[src/rtl/trap_controller.sv]
// trap_controller
// Machine-mode trap sequencer between the CSR file and the MA stage.
// It synchronises the timer and external interrupt lines and qualifies them
// against mstatus.MIE and the mie enable bits. When MA retires an instruction
// safely, it runs a fixed sequence: one TRAP or RET cycle, then HOLD_CYCLES of
// HOLD, then back to IDLE.
//
// Ports
//   clk, reset_n                  rising-edge clock, synchronous active-low reset
//   t_interrupt, e_interrupt      asynchronous interrupt levels
//   mstatus_mie, mie_mtie/meie    enable bits from the CSR file
//   mtvec, mepc                   CSR values (trap vector, return address)
//   pc_ma, ma_valid, ma_stall     MA-stage PC, retire-valid and stall
//   is_mret                       MA instruction is MRET
//   trap_we, mret_we              one-cycle CSR commit strobes
//   mepc_wdata, mcause_wdata      values committed with trap_we
//   mip_mtip, mip_meip            synchronised interrupt lines for mip
//   flush, redirect_valid         pipeline kill and PC load
//   redirect_pc                   fetch target
//   busy                          sequencer is not IDLE
module trap_controller #(
  parameter int XLEN        = 32,
  parameter int SYNC_STAGES = 2,
  parameter int HOLD_CYCLES = 2
) (
  input  logic            clk,
  input  logic            reset_n,
  input  logic            t_interrupt,
  input  logic            e_interrupt,
  input  logic            mstatus_mie,
  input  logic            mie_mtie,
  input  logic            mie_meie,
  input  logic [XLEN-1:0] mtvec,
  input  logic [XLEN-1:0] mepc,
  input  logic [XLEN-1:0] pc_ma,
  input  logic            ma_valid,
  input  logic            ma_stall,
  input  logic            is_mret,
  output logic            trap_we,
  output logic            mret_we,
  output logic [XLEN-1:0] mepc_wdata,
  output logic [XLEN-1:0] mcause_wdata,
  output logic            mip_mtip,
  output logic            mip_meip,
  output logic            flush,
  output logic            redirect_valid,
  output logic [XLEN-1:0] redirect_pc,
  output logic            busy
);

  localparam logic [1:0] ST_IDLE = 2'd0;
  localparam logic [1:0] ST_TRAP = 2'd1;
  localparam logic [1:0] ST_RET  = 2'd2;
  localparam logic [1:0] ST_HOLD = 2'd3;

  localparam logic [2:0] HOLD_LAST = 3'(HOLD_CYCLES - 1);

  logic [1:0]             state;
  logic [2:0]             hold_cnt;
  logic [SYNC_STAGES-1:0] t_sync;
  logic [SYNC_STAGES-1:0] e_sync;
  logic [XLEN-1:0]        target_q;

  logic            go;
  logic            pending;
  logic            sel_ext;
  logic [3:0]      code;
  logic [XLEN-1:0] base;
  logic [XLEN-1:0] vec_off;
  logic [XLEN-1:0] target;
  logic [XLEN-1:0] cause;

  // Synchroniser chains. The last flop of each chain is the architectural
  // mip bit, so pending is always evaluated on the synchronised level.
  // NOTE: reset is sampled inside the clocked block only (synchronous); the
  // flop state updates use <= so every stage samples the pre-edge value.
  always_ff @(posedge clk) begin
    if (!reset_n) begin
      t_sync <= '0;
      e_sync <= '0;
    end else begin
      t_sync[0] <= t_interrupt;
      e_sync[0] <= e_interrupt;
      for (int i = 1; i < SYNC_STAGES; i++) begin
        t_sync[i] <= t_sync[i-1];
        e_sync[i] <= e_sync[i-1];
      end
    end
  end

  assign mip_mtip = t_sync[SYNC_STAGES-1];
  assign mip_meip = e_sync[SYNC_STAGES-1];

  // Cause selection and trap target; external beats timer.
  // NOTE: every always_comb output gets a default first, so no path leaves
  // a signal unassigned and no latch is inferred.
  always_comb begin
    go      = ma_valid & ~ma_stall;
    sel_ext = mip_meip & mie_meie;
    pending = mstatus_mie & (sel_ext | (mip_mtip & mie_mtie));
    code    = sel_ext ? 4'd11 : 4'd7;
    cause   = {1'b1, {(XLEN-5){1'b0}}, code};
    base    = {mtvec[XLEN-1:2], 2'b00};
    vec_off = {{(XLEN-6){1'b0}}, code, 2'b00};
    // Vectored mode adds 4*code; the sum wraps modulo 2^XLEN.
    target  = (mtvec[1:0] == 2'b01) ? (base + vec_off) : base;
  end

  always_ff @(posedge clk) begin
    if (!reset_n) begin
      state        <= ST_IDLE;
      hold_cnt     <= '0;
      mepc_wdata   <= '0;
      mcause_wdata <= '0;
      target_q     <= '0;
    end else begin
      case (state)
        ST_IDLE: begin
          // MRET wins over a same-cycle interrupt; the interrupt is
          // re-evaluated once HOLD has drained.
          if (go && is_mret) begin
            state <= ST_RET;
          end else if (go && pending) begin
            state        <= ST_TRAP;
            mepc_wdata   <= pc_ma + XLEN'(4);
            mcause_wdata <= cause;
            target_q     <= target;
          end
        end
        ST_TRAP, ST_RET: begin
          state    <= ST_HOLD;
          hold_cnt <= '0;
        end
        ST_HOLD: begin
          if (hold_cnt == HOLD_LAST) begin
            state    <= ST_IDLE;
            hold_cnt <= '0;
          end else begin
            hold_cnt <= hold_cnt + 3'd1;
          end
        end
        default: state <= ST_IDLE;
      endcase
    end
  end

  // Strobes are decoded from the state register alone, so there is no
  // combinational path from any input to flush or redirect_valid.
  assign trap_we        = (state == ST_TRAP);
  assign mret_we        = (state == ST_RET);
  assign flush          = trap_we | mret_we;
  assign redirect_valid = flush;
  assign busy           = (state != ST_IDLE);
  assign redirect_pc    = trap_we ? target_q :
                          mret_we ? mepc     : '0;

endmodule

[config.mk]
export PLATFORM = sky130hd
export DESIGN_NAME = trap_controller
export DESIGN_NICKNAME = d
export VERILOG_FILES = /design/src/rtl/trap_controller.sv
export SDC_FILE = /design/constraint.sdc
export NUM_CORES = 1
export LEC_CHECK = 0
export CAP_MARGIN = 15
export CORE_AREA = 2 2 125 127
export DETAILED_ROUTE_END_ITERATION = 8
export DIE_AREA = 0 0 127 129
export GPL_ROUTABILITY_DRIVEN = 0
export SLEW_MARGIN = 30
export SYNTH_ARGS = -nofsm -noshare
export SYNTH_HDL_FRONTEND = slang
export SYNTH_SLANG_ARGS = --single-unit
[constraint.sdc]
create_clock -name clk -period 6 [get_ports clk]
set_clock_uncertainty 0.1 [all_clocks]
set_input_delay 1.2 -clock clk [delete_from_list [all_inputs] [get_ports clk]]
set_output_delay 1.2 -clock clk [all_outputs]
set_load 0.02 [all_outputs]
======== After elaboration in Yosys (flattened, before gate mapping) ========
Index checks and enable logic that the tools add are counted.
Widths: inputs -> output; s select.
operators by class
  muxes and demuxes ....................... 10
  equal/unequal tests ..................... 7
  bitwise logic cells ..................... 8
  add/subtract/negate cells ............... 3
  reductions and logical operators ........ 8
operators by type and width
  cell                   number
  $mux 32                3
  $add 32x3->32 const B  1
  $add 32x6->32          1
  $mux 2                 3
  $pmux 2 s3             1
  $pmux 3 s2             1
  $and 1x1->1            4
  $eq 2x1->1 const B     2
  $eq 2x2->1 const B     2
  $mux 4                 1
  $reduce_bool 2->1      2
  $add 3x1->3 const B    1
  $eq 3x1->1 const B     1
  $mux 3                 1
  $ne 3x3->1 const B     1
  $reduce_and 3->1       1
  $logic_and 1x1->1      2
  $logic_not 2->1        1
  $ne 2x2->1 const B     1
  $not 1->1              2
  $or 1x1->1             2
  $reduce_and 2->1       1
  $reduce_or 2->1        1
word-level totals
  output and inout port bits .............. 103
  flip-flop bits (word level) ............. 78
  word-level logic and storage cells ...... 43

======== Logic depth before layout (Yosys ltp) ========
  word-level depth ........................ 7
  depth in mapped cells ................... 8

======== Least setup slack after synthesis ========
OpenSTA, ideal clock, no wires.
  path type ............................... input-to-reg
  start point ............................. input port mtvec[1]
  end point ............................... register target_q[25]
  data arrival time ....................... 3.118 ns
  stages on the path ...................... 8
  setup time .............................. 0.074 ns
  slack ................................... 2.708 ns
  cell sequence ........................... nand4b_4 or2_1 buf_6 or4_1 buf_2 buf_6 or4_1 a31oi_1
on the way
  longest elaborated chain between the ends .. 2
RTL lines
  element                 RTL line  text
  start: declaration      33        input logic [XLEN-1:0] mtvec,
  $eq 2x1->1              106       target = (mtvec[1:0] == 2'b01) ? (base + vec_off) : base;
  $mux 32                 106
  end signal: assignment  127       target_q <= target;
  end: declaration        62        logic [XLEN-1:0] target_q;
No other way between the ends.
A chain may end at the register's enable or synchronous reset.

======== Worst setup path in the final report ========
  start point ............................. input port mepc[30]
  end point ............................... output port redirect_pc[30]
on the way
  longest elaborated chain between the ends .. 2
RTL lines
  element             RTL line  text
  start: declaration  34        input logic [XLEN-1:0] mepc,
  $mux 32             155       mret_we ? mepc : '0;
  $mux 32             154       assign redirect_pc = trap_we ? target_q :
  end: declaration    47        output logic [XLEN-1:0] redirect_pc,
No other way between the ends.

==> flow_summary.ini <==
[clocking]
cts_setup_buffers = 0
cts_hold_buf = 0
htree_levels = 3
tritoncts_clock_tree = built
numCtsBuffers = 9
clock_root_buffer = sky130_fd_sc_hd__clkbuf_16
cts.sinks = 74
cts.repair.resized = 0
clock_latency_ns = 0.33
clock_slew_seen_by_the_registers_of_the_worst_setup_and_hold_paths_ns = 0.06
cts.path.max_buffers = 2

[critical_path]
worstPathMaxFanout = 1
critical_path.startpoint_type = input pin
delay_contributed_by_the_slowest_stage_of_the_critical_path_ns = 0.63
cell_with_the_most_instances_on_the_worst_path = sky130_fd_sc_hd__clkdlybuf4s50_1
worstPathCellList = clkdlybuf4s50_1 > nand2_1 > o21ai_0 > clkdlybuf4s50_1
critical_path_arrival_ns = 2.48
cp-end-kind = primary output
crit_required_ns = 4.70
critical_path.slowest_cell = sky130_fd_sc_hd__clkdlybuf4s50_1
timing_worst_setup_path_type = input pin to primary output

[yosys]
mappedNetlistArea_sq_um = 4450
synthesis.instances = 537
yosysSeqAreaShare_pct = 33.3
yosys_register_bits = 74
number_of_enable_flip_flop_cells_after_synthesis = 0
synth_largest_type_area_fraction_pct = 33.3
synth_ff_type = sky130_fd_sc_hd__dfxtp_1
synth_top_area_cell = sky130_fd_sc_hd__dfxtp_1
synth_area_per_inst_sq_um = 8.29
postSynth.asyncResetShare_pct = 0
number_of_warning_messages_in_the_yosys_log = 0
yosys.cell_types.count = 49
yosys-top-cells-area = sky130_fd_sc_hd__dfxtp_1 (33%), sky130_fd_sc_hd__xnor2_1 (6.3%), sky130_fd_sc_hd__o21ai_0 (6.2%)

[layout]
antennaDiodeCount = 0
register_area_sq_um = 1480
stdcell_area_sq_um = 6570
final_layout_size_suffix_gt1_share_pct = 4.00
layout_area_growth_over_synthesis_pct = 47.5
layout_net_count = 809
mostFrequentLayoutCell = sky130_fd_sc_hd__clkdlybuf4s50_1
mostFrequentLayoutCells = sky130_fd_sc_hd__clkdlybuf4s50_1 (180), sky130_fd_sc_hd__dfxtp_1 (74), sky130_fd_sc_hd__o21ai_0 (55)
multi_input_area_sq_um = 2590
fillers = 1479

[drt]
detail_route.first_pass.iterations = 5
antenna_left = 0
detail_route.wirelength_um = 13500
detail_route.iter0.violations = 224
dr_vias = 4450
drcViolationCount = 0
routedWlPerCell_um = 15.2
routed_via_density = 5.01

[sta]
max_slew.worst_pin.slew_ns = 0.789
report.final.hold_viol_count = 0
achievable-frequency_mhz = 265
timing.final.max_slew_violations = 0
sum_of_negative_setup_slack_ns = 0
period_minus_slack_ns = 3.78
setup-violations-final = 0
grt_setup_unrepaired = false
post-route-period-util_pct = 63.0
timing.max_slew.rel_slack_pct = 47.0

[placed_design]
post_dp_cell_area_sq_um = 6250
numPortBuffers = 181
detailedPlacementHpwl_um = 9780

[grt]
grt_pass1_wl_um = 21700
first_global_vias = 4405
antenna_found_initial = 0
overflow = 0
global_route.usage.total_pct = 16.5
largest_net_degree_at_the_start_of_global_routing = 86

[power]
ir_worst_vdd_v = 0.000102
power.static_leakage_nw = 2.45
total_power_mw = 1.44
power.density_cell_area_nw_per_um2 = 220

[job]
cap_viol_max_count = 0

[die]
design.die.area_sq_um = 16400
dieHeight_um = 129
core_sq_um = 15000
io_pins = 209
placementRows = 45
die_width_um = 127
initial_cell_density_of_the_core_pct = 29.7

[worst_hold_path]
hold_path_class = flip-flop to flip-flop

[outcome]
run_status = completed
==> synth_stat cells (all sizes together), types with 7 or more instances <==
library cell,number
o21ai,57
nor3,9
buf,38
and3,8
nor2b,8
a21oi,45
xor2,15
nand4,16
o31ai,8
ha,7
nand2,31
or4,9
a22o,30
dfxtp,74
nor4,9
and2,10
xnor2,32
nand3,17
a31oi,8
inv,21
clkbuf,27
o211a,11
==> worst max-delay path: cells and delay by family <==
kind                   cells  cell delay (ns)
AOI/OAI and AO/OA          1             0.15
and+or+nand+nor            1             0.04
buffers and inverters      2             1.08
==> path summary, 6_finish.rpt <==
kind	from	endpoint	slack [ns]	cells after the start
hold reg to reg	e_sync[0]	e_sync[1]	0.34	1
setup / recovery	mepc[30]	redirect_pc[30]	2.22	4
setup reg to reg	state[1]	target_q[7]	3.69	7
hold / removal	e_sync[0]	e_sync[1]	0.34	1
==> layout make-up <==
cell class | instances | area share [%]
sequential | 74 | 22.6
timing repair buffer | 188 | 28.3
clock buffer | 11 | 3.70
tap | 188 | 3.58
inverter | 21 | 1.20
clock inverter | 4 | 1.16
multi-input combinational | 402 | 39.5
==> sequential cells by signal, summed over array words and instances (netlist names) <==
| signal | count |
|---|---|
| target_q | 30 |
| mepc_wdata | 32 |
| hold_cnt | 3 |
| t_sync | 2 |
| mcause_wdata | 3 |
| e_sync | 2 |
| state | 2 |
==> power by group <==
group	internal (mW)	switching, mW
sequential	0.500	0.00684
combinational	0.162	0.185
clock	0.374	0.214
total	1.04	0.406
==> per-layer routing <==
layer	vias up	share of wire (%)	GRT usage, %	wire length, um
li1	2215	-	-	-
met1	2035	43	19.8	5850
met2	179	46	27.0	6180
met3	21	9.0	5.49	1220
met4	0	2.1	7.37	286
met5	-	0	0	0
==> logic make-up (layout without fill, tap and decap cells) <==
kind of cell,Yosys count,count (layout),share of synthesized area (%)
AOI/OAI and AO/OA,178,178,25.8
xor gates and xnor gates,47,47,9.24
adders and majority gates,7,7,1.97
buffers and inverters,87,224,10.8
DFF,74,74,33.3
muxes,6,6,1.35
other,1,27,0.0842
and+or+nand+nor,137,137,17.5
==> stage by stage <==
stage / setup slack [ns] / instances / util, % / hold WS [ns]
3_5_place_dp: 1.98 / 873 / 41.7 / 0.325
3_3_place_gp: 2.06 / 873 / 41.7 / 0.315
6_report: 2.22 / 888 / 43.9 / 0.338
2_1_floorplan: 2.71 / 563 / - / 0.312
5_1_grt: 2.19 / 888 / 43.9 / 0.356
4_1_cts: 2.21 / 888 / 43.9 / 0.339
No activity file was read; power rests on OpenSTA's default activity.
